$ cat config.mk
export PLATFORM = sky130hd
export DESIGN_NAME = adpll_mod_seq_flat
export DESIGN_NICKNAME = d
export VERILOG_FILES = /design/src/rtl/adpll_pkg.sv /design/src/rtl/adpll_mod_seq_if.sv /design/src/rtl/adpll_lfsr.sv /design/src/rtl/adpll_mod_seq.sv /design/src/flat_wrapper.sv
export SDC_FILE = /design/constraint.sdc
export NUM_CORES = 1
export LEC_CHECK = 0
export ABC_AREA = 1
export CELL_PAD_IN_SITES_DETAIL_PLACEMENT = 0
export CELL_PAD_IN_SITES_GLOBAL_PLACEMENT = 1
export CORE_ASPECT_RATIO = 1.1
export CORE_MARGIN = 2
export CORE_UTILIZATION = 38
export CTS_CLUSTER_DIAMETER = 40
export DETAILED_ROUTE_END_ITERATION = 10
export GPL_TIMING_DRIVEN = 0
export HOLD_SLACK_MARGIN = 0.02
export MAX_ROUTING_LAYER = met4
export PLACE_DENSITY = 0.79
export SYNTH_ARGS = -nofsm -noshare
export SYNTH_HDL_FRONTEND = slang
export SYNTH_HIERARCHICAL = 1
export SYNTH_SLANG_ARGS = --single-unit
$ cat constraint.sdc
create_clock -name clk -period 2.7 [get_ports clk]
set_input_delay 0.675 -clock clk [delete_from_list [all_inputs] [get_ports clk]]
set_output_delay 0.675 -clock clk [all_outputs]
set_load 0.01 [all_outputs]
$ cat src/rtl/adpll_pkg.sv
// Shared types for the ADPLL modulation sequencer: mode codes, FSM states
// and the PRBS feedback tap masks.
package adpll_pkg;

  typedef enum logic [1:0] {
    MODE_PD   = 2'd0,
    MODE_TEST = 2'd1,
    MODE_RX   = 2'd2,
    MODE_TX   = 2'd3
  } adpll_mode_t;

  typedef enum logic [2:0] {
    IDLE,
    WAIT_LOCK,
    SETTLE,
    PREAMBLE,
    PAYLOAD,
    DONE
  } mod_state_t;

  // Bit i set means register stage i feeds the XOR; unknown orders fall back to PRBS9.
  function automatic logic [15:0] prbs_taps(input int ord);
    case (ord)
      7:       return 16'h0060;
      15:      return 16'h6000;
      default: return 16'h0110;
    endcase
  endfunction

endpackage

$ cat src/rtl/adpll_mod_seq_if.sv
// Register-file / ADPLL side bundle of the modulation sequencer: controls,
// burst configuration and the sequencer outputs.
interface adpll_mod_seq_if #(
  parameter int DIVW     = 5,
  parameter int PRBS_ORD = 9,
  parameter int PREW     = 8,
  parameter int PAYW     = 16
);
  logic                en;
  logic [1:0]          adpll_mode;
  logic                channel_lock;
  logic [DIVW-1:0]     sym_div;
  logic [PREW-1:0]     pre_len;
  logic [PAYW-1:0]     pay_len;
  logic [PRBS_ORD-1:0] seed;
  logic                data_mod;
  logic                sym_strobe;
  logic                busy;
  logic                done;
  logic                lock_err;

  modport master (
    output en, adpll_mode, channel_lock, sym_div, pre_len, pay_len, seed,
    input  data_mod, sym_strobe, busy, done, lock_err
  );

  modport slave (
    input  en, adpll_mode, channel_lock, sym_div, pre_len, pay_len, seed,
    output data_mod, sym_strobe, busy, done, lock_err
  );
endinterface

$ cat src/rtl/adpll_lfsr.sv
// Fibonacci PRBS generator; an all-zero seed is swapped for all-ones so the
// register can never lock up.
module adpll_lfsr
  import adpll_pkg::*;
#(
  parameter int ORD = 9
) (
  input  logic           clk,
  input  logic           rst,
  input  logic           load,
  input  logic [ORD-1:0] seed,
  input  logic           step,
  output logic           bit_out
);
  localparam logic [15:0] TAPS_W = prbs_taps(ORD);
  localparam logic [ORD-1:0] TAPS = TAPS_W[ORD-1:0];

  logic [ORD-1:0] state;

  always_ff @(posedge clk) begin
    if (rst)
      state <= '1;
    else if (load)
      state <= (seed == '0) ? '1 : seed;
    else if (step)
      state <= {state[ORD-2:0], ^(state & TAPS)};
  end

  assign bit_out = state[ORD-1];
endmodule

$ cat src/rtl/adpll_mod_seq.sv
// TX modulation-data sequencer: after a settled channel lock it emits one
// burst (alternating preamble, then PRBS payload) at a programmable symbol rate.
module adpll_mod_seq
  import adpll_pkg::*;
#(
  parameter int DIVW       = 5,
  parameter int PRBS_ORD   = 9,
  parameter int PREW       = 8,
  parameter int PAYW       = 16,
  parameter int SETTLE_CYC = 64
) (
  input logic            clk,
  input logic            rst,
  adpll_mod_seq_if.slave bus
);
  localparam int CNTW = (PAYW > PREW) ? PAYW : PREW;
  localparam int SW   = $clog2(SETTLE_CYC + 1);

  mod_state_t          state;
  logic [DIVW-1:0]     div_r, div_cnt;
  logic [PREW-1:0]     pre_r;
  logic [PAYW-1:0]     pay_r;
  logic [PRBS_ORD-1:0] seed_r;
  logic [CNTW-1:0]     sym_cnt;
  logic [SW-1:0]       settle_cnt;

  logic run, lock, wrap, in_burst, settle_done;
  logic lfsr_load, lfsr_step, lfsr_bit;
  logic [PRBS_ORD-1:0] lfsr_seed;

  always_comb begin
    run         = bus.en && (bus.adpll_mode == MODE_TX);
    lock        = bus.channel_lock;
    wrap        = (div_cnt == div_r);
    in_burst    = (state == PREAMBLE) || (state == PAYLOAD);
    settle_done = (state == SETTLE) && (settle_cnt == SW'(SETTLE_CYC - 1));
    // Entering PAYLOAD straight from SETTLE must use the live seed, since seed_r loads on that same edge.
    lfsr_seed   = (state == SETTLE) ? bus.seed : seed_r;
    lfsr_load   = run && lock &&
                  ((settle_done && bus.pre_len == '0 && bus.pay_len != '0) ||
                   (state == PREAMBLE && wrap && sym_cnt == CNTW'(pre_r) && pay_r != '0));
    lfsr_step   = run && lock && (state == PAYLOAD) && wrap && (sym_cnt != CNTW'(pay_r));
  end

  adpll_lfsr #(.ORD(PRBS_ORD)) u_lfsr (
    .clk     (clk),
    .rst     (rst),
    .load    (lfsr_load),
    .seed    (lfsr_seed),
    .step    (lfsr_step),
    .bit_out (lfsr_bit)
  );

  always_ff @(posedge clk) begin
    if (rst) begin
      state          <= IDLE;
      bus.data_mod   <= 1'b0;
      bus.sym_strobe <= 1'b0;
      bus.busy       <= 1'b0;
      bus.done       <= 1'b0;
      bus.lock_err   <= 1'b0;
      div_r          <= '0;
      div_cnt        <= '0;
      pre_r          <= '0;
      pay_r          <= '0;
      seed_r         <= '0;
      sym_cnt        <= '0;
      settle_cnt     <= '0;
    end else begin
      bus.sym_strobe <= 1'b0;
      if (!run) begin
        state        <= IDLE;
        bus.data_mod <= 1'b0;
        bus.busy     <= 1'b0;
        bus.done     <= 1'b0;
      end else if (in_burst && !lock) begin
        state        <= WAIT_LOCK;
        bus.lock_err <= 1'b1;
        bus.data_mod <= 1'b0;
        bus.busy     <= 1'b0;
      end else begin
        case (state)
          IDLE: begin
            state        <= WAIT_LOCK;
            bus.lock_err <= 1'b0;
          end
          WAIT_LOCK: begin
            if (lock) begin
              state      <= SETTLE;
              settle_cnt <= '0;
            end
          end
          SETTLE: begin
            if (!lock) begin
              state      <= WAIT_LOCK;
              settle_cnt <= '0;
            end else if (settle_done) begin
              div_r   <= bus.sym_div;
              pre_r   <= bus.pre_len;
              pay_r   <= bus.pay_len;
              seed_r  <= bus.seed;
              div_cnt <= bus.sym_div;
              sym_cnt <= '0;
              if (bus.pre_len != '0) begin
                state    <= PREAMBLE;
                bus.busy <= 1'b1;
              end else if (bus.pay_len != '0) begin
                state    <= PAYLOAD;
                bus.busy <= 1'b1;
              end else begin
                state    <= DONE;
                bus.done <= 1'b1;
              end
            end else begin
              settle_cnt <= settle_cnt + 1'b1;
            end
          end
          PREAMBLE: begin
            if (!wrap) begin
              div_cnt <= div_cnt + 1'b1;
            end else if (sym_cnt == CNTW'(pre_r)) begin
              bus.data_mod <= 1'b0;
              sym_cnt      <= '0;
              div_cnt      <= div_r;
              if (pay_r != '0) begin
                state <= PAYLOAD;
              end else begin
                state    <= DONE;
                bus.busy <= 1'b0;
                bus.done <= 1'b1;
              end
            end else begin
              div_cnt        <= '0;
              bus.data_mod   <= sym_cnt[0];
              bus.sym_strobe <= 1'b1;
              sym_cnt        <= sym_cnt + 1'b1;
            end
          end
          PAYLOAD: begin
            if (!wrap) begin
              div_cnt <= div_cnt + 1'b1;
            end else if (sym_cnt == CNTW'(pay_r)) begin
              state        <= DONE;
              bus.data_mod <= 1'b0;
              bus.busy     <= 1'b0;
              bus.done     <= 1'b1;
            end else begin
              div_cnt        <= '0;
              bus.data_mod   <= lfsr_bit;
              bus.sym_strobe <= 1'b1;
              sym_cnt        <= sym_cnt + 1'b1;
            end
          end
          DONE: begin
            bus.data_mod <= 1'b0;
          end
          default: state <= IDLE;
        endcase
      end
    end
  end
endmodule
$ cat src/flat_wrapper.sv
// flat-port wrapper written by rule: the top's interface ports become plain ports
module adpll_mod_seq_flat import adpll_pkg::*;
#(
  parameter int DIVW       = 5,
  parameter int PRBS_ORD   = 9,
  parameter int PREW       = 8,
  parameter int PAYW       = 16,
  parameter int SETTLE_CYC = 64
)
  (clk, rst, bus_en, bus_adpll_mode, bus_channel_lock, bus_sym_div, bus_pre_len, bus_pay_len, bus_seed, bus_data_mod, bus_sym_strobe, bus_busy, bus_done, bus_lock_err);
  adpll_mod_seq_if #(.DIVW(DIVW), .PRBS_ORD(PRBS_ORD), .PREW(PREW), .PAYW(PAYW)) bus_i ();
  input logic clk;
  input logic rst;
  input wire logic [$bits(bus_i.en)-1:0] bus_en;
  input wire logic [$bits(bus_i.adpll_mode)-1:0] bus_adpll_mode;
  input wire logic [$bits(bus_i.channel_lock)-1:0] bus_channel_lock;
  input wire logic [$bits(bus_i.sym_div)-1:0] bus_sym_div;
  input wire logic [$bits(bus_i.pre_len)-1:0] bus_pre_len;
  input wire logic [$bits(bus_i.pay_len)-1:0] bus_pay_len;
  input wire logic [$bits(bus_i.seed)-1:0] bus_seed;
  output wire logic [$bits(bus_i.data_mod)-1:0] bus_data_mod;
  output wire logic [$bits(bus_i.sym_strobe)-1:0] bus_sym_strobe;
  output wire logic [$bits(bus_i.busy)-1:0] bus_busy;
  output wire logic [$bits(bus_i.done)-1:0] bus_done;
  output wire logic [$bits(bus_i.lock_err)-1:0] bus_lock_err;
  assign bus_i.en = bus_en;
  assign bus_i.adpll_mode = bus_adpll_mode;
  assign bus_i.channel_lock = bus_channel_lock;
  assign bus_i.sym_div = bus_sym_div;
  assign bus_i.pre_len = bus_pre_len;
  assign bus_i.pay_len = bus_pay_len;
  assign bus_i.seed = bus_seed;
  assign bus_data_mod = bus_i.data_mod;
  assign bus_sym_strobe = bus_i.sym_strobe;
  assign bus_busy = bus_i.busy;
  assign bus_done = bus_i.done;
  assign bus_lock_err = bus_i.lock_err;
  adpll_mod_seq #(.DIVW(DIVW), .PRBS_ORD(PRBS_ORD), .PREW(PREW), .PAYW(PAYW), .SETTLE_CYC(SETTLE_CYC)) u_core (.clk(clk), .rst(rst), .bus(bus_i));
endmodule
# After elaboration in Yosys (flattened, before gate mapping)
# Cells that the tools add are included.
[op_classes]
shift = 0
addsub = 3
eq_ne = 33
div_mod_pow = 0
muxes = 66
reduce_logical = 40
n_mul = 0
n_lt_le_gt_ge = 0
bitwise = 3
[ops]
columns = ["op", "n"]
rows = [
  ["$mux 16", 6],
  ["$pmux 16 s3", 1],
  ["$mux 9", 4],
  ["$reduce_bool 16->1", 2],
  ["$mux 1", 31],
  ["$mux 5", 6],
  ["$mux 3", 8],
  ["$mux 7", 3],
  ["$pmux 3 s6", 1],
  ["$add 16x1->16 const B", 1],
  ["$eq 16x16->1", 1],
  ["$eq 16x8->1", 1],
  ["$ne 16x16->1", 1],
  ["$ne 2x2->1 const B", 8],
  ["$ne 3x3->1 const B", 5],
  ["$pmux 5 s3", 1],
  ["$pmux 7 s2", 1],
  ["$reduce_and 7->1", 2],
  ["$logic_and 1x1->1", 13],
  ["$ne 3x2->1 const B", 4],
  ["$reduce_and 11->1", 1],
  ["$reduce_and 5->1", 2],
  ["$logic_not 9->1", 1],
  ["$pmux 1 s3", 3],
  ["27 further kinds", 38],
]
[word_totals]
word_cells = 160
n_memories = 0
inputBits = 44
ramBits = 0
rom_bits = 0
latchBits = 0
regBits = 83
output_inout_bits = 5

# Logic depth before layout (Yosys ltp)
# Gate-level depths: netlist of the first run.
[logic_depth]
depth_word = 8
ltp_mapped = 17

# Modules after synthesis
# The synthesis of the first run kept the hierarchy.
[modules_own_cells]
columns = ["module", "instances", "cells_per_inst", "seq_area_each_um2", "area_per_inst_um2"]
rows = [
  ["adpll_mod_seq", 1, 732, 1481.4, 4436.8],
  ["adpll_lfsr", 1, 87, 180.2, 550.5],
]

# Least setup slack after synthesis of the first run
# Ideal clock, no wire load.
[synth_path]
path_kind = "input -> register"
startpoint = "input bus_channel_lock"
endpoint = "register u_core.u_lfsr.state[1]"
setup_ns = 0.115
t_arrival_ns = 2.009
setup_slack_ns = 0.576
cell_stages = 13
cell_sequence = "inv_1 nor2_1 nand2_1 clkbuf_1 o22ai_1 buf_6 inv_4 nand2_4 inv_4 buf_6 nor2_2 nand2_1 nand2_1"
[synth_lines]
columns = ["item", "line", "rtl"]
rows = [
  ["from (decl)", "flat_wrapper.sv:16", "input wire logic [$bits(bus_i.channel_lock)-1:0] bus_channel_lock;"],
  ["$logic_and 1x1->1 * (2 in series)", "adpll_mod_seq.sv:39", "lfsr_load = run && lock &&"],
  ["named net u_core.lfsr_load", "adpll_mod_seq.sv:28", "logic lfsr_load, lfsr_step, lfsr_bit;"],
  ["$mux 9 or $reduce_bool 2->1 (tied branches)", "--", ""],
  ["to (signal assigned)", "adpll_lfsr.sv:24", "state <= (seed == '0) ? '1 : seed;"],
  ["to (signal assigned)", "adpll_lfsr.sv:26", "state <= {state[ORD-2:0], ^(state & TAPS)};"],
  ["to (decl)", "adpll_lfsr.sv:18", "logic [ORD-1:0] state;"],
]
# The timed path passes the listed nets; every way through them passes the cells marked *.
# A chain may end at the register's enable or synchronous reset.

# Worst setup path after layout of the first run
[layout_path]
startpoint = "input bus_pre_len[1]"
endpoint = "register u_core.u_lfsr.state[6]"
[layout_between]
elab_chain_cells = 6
[layout_lines]
columns = ["item", "line", "rtl"]
rows = [
  ["from (decl)", "flat_wrapper.sv:18", "input wire logic [$bits(bus_i.pre_len)-1:0] bus_pre_len;"],
  ["$logic_not 8->1 *", "adpll_mod_seq.sv:40", "((settle_done && bus.pre_len == '0 && bus.pay_len != '0) ||"],
  ["$logic_and 1x1->1 * (2 in series)", "adpll_mod_seq.sv:40", ""],
  ["$logic_or 1x1->1 *", "adpll_mod_seq.sv:40", ""],
  ["$logic_and 1x1->1 *", "adpll_mod_seq.sv:39", ""],
  ["named net u_core.lfsr_load", "adpll_mod_seq.sv:28", ""],
  ["$mux 9 or $reduce_bool 2->1 (tied branches)", "--", ""],
]
# Marked as above.

==> results.json, run 1 <==
{
  "status": "finished with violations",
  "grt_pass1_vias": 5037,
  "hold_viol": 0,
  "start_util_pct": 39.3,
  "min_period_ps": 2490,
  "via_count": 5295,
  "fin_tns_setup_ps": 0,
  "synth_area_leader_cell": "dfxtp_1",
  "fin_hold_ws_ps": 451,
  "routedWlPerCell_um": 14.7,
  "synth_top_area_share_pct": 33.3,
  "firstDrtPassIters": 8,
  "die_x_um": 113,
  "finalCritPeriodShare_pct": 92.3,
  "dpl_cell_area_um2": 5650,
  "post-place-cells": 1023,
  "violations": "design-rule violations",
  "row_count": 43,
  "critPathLaunchType": "primary input",
  "grt_max_degree": 14,
  "io_buffers": 47,
  "dieArea_um2": 14100,
  "synth.distinct_cells": 38,
  "hpwlAfterDp_mm": 11.8,
  "drt_iter0_markers": 291,
  "p_total_mw": 2.62,
  "ir_drop_mv": 0.248,
  "hp-class": "reg -> reg",
  "p_per_area_nw_per_um2": 438,
  "detail-route-antenna-nets": 0,
  "holdPathStages": 2,
  "cts_buffer_depth": 2,
  "async_reset_ff_share_pct": 0,
  "ys_top_cells_by_count": "nand2_1, nor2_1, inv_1, dfxtp_1, a21oi_1",
  "final_cell_area_um2": 5970,
  "synth-main-ff-cell": "dfxtp_1",
  "cts-root-buf": "clkbuf_16",
  "setup_viol": 0,
  "yosysMostFrequentCell": "nand2_1",
  "grt_overflow": 0,
  "fillers": 1372,
  "cts_tree": "built",
  "via_per_inst": 5.10,
  "clkSlewWorstSetupHoldPaths_ps": 60,
  "cts.sinks": 83,
  "final_nets": 924,
  "clkLatencyLatePin_ps": 350,
  "antenna_found_initial": 0,
  "avgSynthCellArea_um2": 6.09,
  "syn-cell-area_um2": 4990,
  "skew_ps": 8.61,
  "rsz0062_at_grt": "false",
  "antenna_cells": 0,
  "drc": 2,
  "die_h_um": 124,
  "io-pin-count": 49,
  "syn_nets": 866,
  "ys_warn_count": 6,
  "final_cell_count_no_fill": 1039,
  "post_cts_buffers": 0,
  "place.gp.congestion": 0.963,
  "cp_max_fo": 10,
  "critical_path_required_ps": 2930,
  "core_um2": 12700,
  "worst_pin_slew_ps": 643,
  "reg2reg_slack_ps": 290,
  "synth-edff-count": 0,
  "layout-drive-gt1-share_pct": 7.71,
  "arrival_ps": 2730,
  "fmax_mhz": 401,
  "grt_usage_pct": 22.8,
  "htree_levels": 3,
  "crit_type": "in -> reg",
  "yosysSeqAreaShare_pct": 33.3,
  "drt_wl_total_mm": 15.3,
  "p_leak_nw": 2.43,
  "synth_area_leaders": "dfxtp_1, nand2_1, nor2_1",
  "critPathCaptureType": "flop",
  "cap_violations": 0,
  "slew_headroom_pct": 57.2,
  "grt_pass1_wl_mm": 24.2,
  "reg2reg_depth": 15,
  "finalMaxSlewViolations": 0,
  "tritoncts.num_buffers": 9,
  "syn-instance-count": 819,
  "holdBufCountCts": 0,
  "syn_to_final_growth_pct": 19.7,
  "ys_seq_elements": 83
}
==> registers in the layout, summed over array words and instances, names as in the netlist, 3 cells and up <==
signal / cells
u_core/settle_cnt: 7
u_core/div_cnt: 5
u_core/pay_r: 16
u_core/sym_cnt: 16
u_core/pre_r: 8
u_core/seed_r: 9
u_core/div_r: 5
u_core/state: 3
u_core/u_lfsr/state: 9
==> metrics by stage <==
step	utilization [%]	setup slack [ps]
floorplan	-	576
detailed placement	44.5	-417
global placement	44.5	-403
finish	47.0	208
global route	47.0	45.0
CTS	46.9	20.8
==> final cells by class <==
cell class,instances,area (um2),share of cell area (%)
repair buffers,47,470,7.88
flip-flops and latches,83,1660,27.8
clock buffers,12,246,4.13
clock inverters,4,50.0,0.838
well taps,157,196,3.29
multi-input cells,610,2820,47.2
inverters,96,368,6.16
plain buffers,30,160,2.68
==> cells by family after synthesis <==
logic type                 count (synthesis)  share of synthesized area [%]
DFF                                       83                           33.3
and+or+nand+nor                          444                           37.1
AOI/OAI and AO/OA                        148                           15.7
buffers and inverters                    126                           10.5
adders and majority gates                  3                          0.753
xor gates and xnor gates                  15                           2.63
==> report_power, final <==
group / total (mW) / internal (mW) / switching [mW]
sequential: 1.23 / 1.23 / 0.00114
clock: 1.25 / 0.741 / 0.505
combinational: 0.143 / 0.0736 / 0.0698
total: 2.62 / 2.04 / 0.576
==> layout by cell type (no fill, tap or decap), types with 2 or more instances in the layout <==
master           Yosys  final
nand2_4              2      2
nand2_2             10     10
nor2_4               1      2
inv_1               86     85
dfxtp_1             83     83
o21ai_2              3      3
xnor2_1              3      3
clkbuf_1            18     18
nand4_1             11     11
o21ai_0             60     60
nor3_1               9      9
clkinvlp_4           0      2
buf_6                5      5
a31oi_1              2      2
a21oi_1             74     74
nor2_2               4      6
nor2_1             128    125
a211oi_1             2      2
nand3_2              2      2
ha_1                 3      3
nand2_1            236    236
xor2_1              12     12
clkbuf_16            0      9
clkbuf_2             1      2
clkdlybuf4s50_1      0     47
inv_4                3      3
nand3_1             37     37
nor3_2               2      2
buf_2                5      6
inv_2                6      7
==> routing by layer <==
layer	part of all wire, %	track usage [%]	vias to the layer above
met2	50	40.1	118
li1	-	-	2713
met3	3.2	2.58	36
met1	43	25.9	2428
met5	0	-	-
met4	3.5	11.2	0
==> worst max-delay path, cell delays in order <==
cell             delay, ps
clkdlybuf4s50_1        440
nor2_1                 170
nand2_1                 90
nor2_2                 300
nand2_1                150
o22ai_2                210
buf_6                  170
inv_4                   50
nand2_4                 60
inv_4                   50
buf_6                  140
a21oi_1                140
nand2_1                 60
==> worst paths after layout <==
path,startpoint,to
max reg2reg,u_core/settle_cnt[0],u_core/u_lfsr/state[6]
min reg2reg,u_core/settle_cnt[5],u_core/settle_cnt[5]
min,u_core/settle_cnt[5],u_core/settle_cnt[5]
max,bus_pre_len[1],u_core/u_lfsr/state[6]
==> timing repair <==
item	CTS	global route
pin swaps	0	0
setup endpoints to repair	9	9
resized for setup	2	8
No activity file was read; power rests on OpenSTA's default activity.
==> inputs of run 2 (changes only) <==
--- a/config.mk
+++ b/config.mk
@@ -6,6 +6,7 @@
 export NUM_CORES = 1
 export LEC_CHECK = 0
 export ABC_AREA = 1
+export CAP_MARGIN = 20
 export CELL_PAD_IN_SITES_DETAIL_PLACEMENT = 0
 export CELL_PAD_IN_SITES_GLOBAL_PLACEMENT = 1
 export CORE_ASPECT_RATIO = 1.1
==> results of run 2 <==
Same layout as run 1: the final DEF is identical, and so are final timing and power.
==> inputs of run 3 (changes only) <==
--- a/config.mk
+++ b/config.mk
@@ -7,8 +7,6 @@
 export LEC_CHECK = 0
 export ABC_AREA = 1
 export CAP_MARGIN = 20
-export CELL_PAD_IN_SITES_DETAIL_PLACEMENT = 0
-export CELL_PAD_IN_SITES_GLOBAL_PLACEMENT = 1
 export CORE_ASPECT_RATIO = 1.1
 export CORE_MARGIN = 2
 export CORE_UTILIZATION = 38
@@ -17,7 +15,7 @@
 export GPL_TIMING_DRIVEN = 0
 export HOLD_SLACK_MARGIN = 0.02
 export MAX_ROUTING_LAYER = met4
-export PLACE_DENSITY = 0.79
+export PLACE_DENSITY = 0.59
 export SYNTH_ARGS = -nofsm -noshare
 export SYNTH_HDL_FRONTEND = slang
 export SYNTH_HIERARCHICAL = 1
==> run 3 against run 2 <==
Largest cell class unchanged. Global-route usage down 0.82 points. The flow still finishes with violations (design-rule violations). Flip-flop and latch count did not move. Wire length is 6.0% lower. First-iteration DRC count up 18%. Hold slack lost 2.7 ps. Clock power about the same. Critical endpoint is now u_core/u_lfsr/state[0]. Critical path depth stayed put. Sequential share of layout area about the same. Clock skew up 1.2 ps.
==> results.json, run 3 (same netlist as run 1, synthesis figures left out) <==
{
  "row_count": 43,
  "hp-class": "reg -> reg",
  "syn_to_final_growth_pct": 19.8,
  "detail-route-antenna-nets": 0,
  "min_from": "u_core/seed_r[3]",
  "place_ws_ps": -494,
  "layout-drive-gt1-share_pct": 7.48,
  "reg2reg_depth": 15,
  "grtUsageMet1_pct": 27.1,
  "ir_drop_mv": 0.208,
  "status": "finished with violations",
  "skew_ps": 9.83,
  "grt_max_degree": 15,
  "violations": "design-rule violations",
  "slew_headroom_pct": 56.3,
  "final_cell_mix": "nand2_1, nor2_1, inv_1",
  "start_util_pct": 39.3,
  "grt_pass1_wl_mm": 23.6,
  "cts_buffer_depth": 2,
  "worst_pin_slew_ps": 656,
  "final_nets": 924,
  "multi_input_area_um2": 2810,
  "cts-root-buf": "clkbuf_16",
  "grt_overflow": 0,
  "regToRegEndpoint": "u_core/u_lfsr/state[0]",
  "critical_path_required_ps": 2930,
  "grt_pass1_vias": 4768,
  "cap_violations": 0,
  "cp_max_fo": 10,
  "die_h_um": 124,
  "via_count": 5140,
  "min_period_ps": 2550,
  "post_cts_buffers": 0,
  "layout_commonest_cell": "nand2_1",
  "finalMaxSlewViolations": 0,
  "grt_usage_pct": 21.9,
  "tritoncts.num_buffers": 9,
  "arrival_ps": 2790,
  "setup_viol": 0,
  "reg2reg_from": "u_core/sym_cnt[0]",
  "firstDrtPassIters": 8,
  "hold_viol": 0,
  "top_regs": "u_core/pay_r: 16 flops, u_core/sym_cnt: 16 flops",
  "die_x_um": 113,
  "crit_type": "in -> reg",
  "groute.layer.met3.usage_pct": 2.58,
  "critPathLaunchType": "primary input",
  "fin_hold_ws_ps": 448,
  "antenna_cells": 0,
  "p_per_area_nw_per_um2": 442,
  "drt_iter0_markers": 343,
  "drc": 1,
  "rsz0062_at_grt": "false",
  "dieArea_um2": 14100,
  "layout_setup_ws_ps": 150,
  "antenna_found_initial": 0,
  "routedWlPerCell_um": 13.8,
  "fillers": 1397,
  "cts_tree": "built",
  "reg2reg_slack_ps": 270,
  "drt_wl_total_mm": 14.4,
  "io-pin-count": 49,
  "core_um2": 12700,
  "holdPathStages": 2,
  "htree_levels": 3,
  "place.gp.congestion": 0.884,
  "finalCritPeriodShare_pct": 94.5,
  "cts.sinks": 83,
  "via_per_inst": 4.95,
  "hold_end": "u_core/seed_r[3]",
  "fmax_mhz": 392,
  "io_buffers": 47,
  "p_leak_nw": 2.43,
  "critPathCaptureType": "flop",
  "register_area_um2": 1660,
  "busiest_layer": "met2",
  "clkLatencyLatePin_ps": 350,
  "hpwlAfterDp_mm": 11.0,
  "grtUsageMet2_pct": 37.2,
  "clkSlewWorstSetupHoldPaths_ps": 70
}
==> run 3: cell types whose count changed in the layout (fill, tap and decap cells not counted) <==
cell	before	now
buf_2	6	5
clkbuf_2	2	1
clkbuf_4	0	1
clkinv_2	1	0
clkinv_4	0	2
inv_1	85	86
inv_2	7	6
nor2_1	125	126
nor2_4	2	1
==> run 3: through the flow <==
stage | TNS [ps] | instances | area (um2) | power [mW] | util (%)
2_1_floorplan | 0 | 819 | 4990 | 1.31 | -
3_3_place_gp | -6410 | 1023 | 5650 | 1.40 | 44.5
3_5_place_dp | -7120 | 1023 | 5650 | 1.40 | 44.5
4_1_cts | 0 | 1039 | 5960 | 2.68 | 46.9
5_1_grt | 0 | 1039 | 5970 | 2.73 | 47.1
6_report | 0 | 1039 | 5970 | 2.64 | 47.1
==> run 3: where the power goes <==
group          internal [mW]  total [mW]  switching, mW
Sequential              1.22        1.23        0.00117
Clock                  0.746        1.27          0.528
Combinational         0.0734       0.144         0.0702
==> run 3: per-layer routing <==
| layer | up-vias | part of all wire [%] |
|---|---|---|
| met1 | 2309 | 46 |
| met5 | - | 0 |
| met2 | 96 | 49 |
| met4 | 0 | 2.2 |
| li1 | 2712 | - |
| met3 | 23 | 3.5 |
==> run 3: what timing repair did <==
action | CTS | global route
hold buffers | 0 | 0
endpoints found under the setup margin | 9 | 9
gates cloned | 0 | 0
hold endpoints to repair | 0 | 0
resized for setup | 1 | 5
==> run 3: final cells by class <==
type	count	area share [%]
clock buffers	11	4.06
inverters	96	6.16
repair buffers	47	7.87
plain buffers	30	2.70
flip-flops and latches	83	27.8
clock inverters	5	1.05
well taps	157	3.29
multi-input cells	610	47.1
==> run 3: how the worst max path moves through the flow <==
stage,start,endpoint,cells past startpoint
3_5_place_dp,bus_channel_lock,u_core/u_lfsr/state[1],14
2_1_floorplan,bus_channel_lock,u_core/u_lfsr/state[1],13
5_1_grt,u_core/sym_cnt[0],u_core/u_lfsr/state[8],15
6_report,bus_channel_lock,u_core/u_lfsr/state[0],13
4_1_cts,bus_channel_lock,u_core/u_lfsr/state[0],13
3_3_place_gp,bus_channel_lock,u_core/u_lfsr/state[1],14
==> run 3: critical path: stages <==
cell	delay [ps]
clkdlybuf4s50_1	520
inv_1	170
nor2_2	160
nand2_1	160
clkbuf_4	260
o22ai_2	200
buf_6	170
inv_4	50
nand2_4	50
inv_4	50
buf_6	140
a21oi_1	120
nand2_1	70
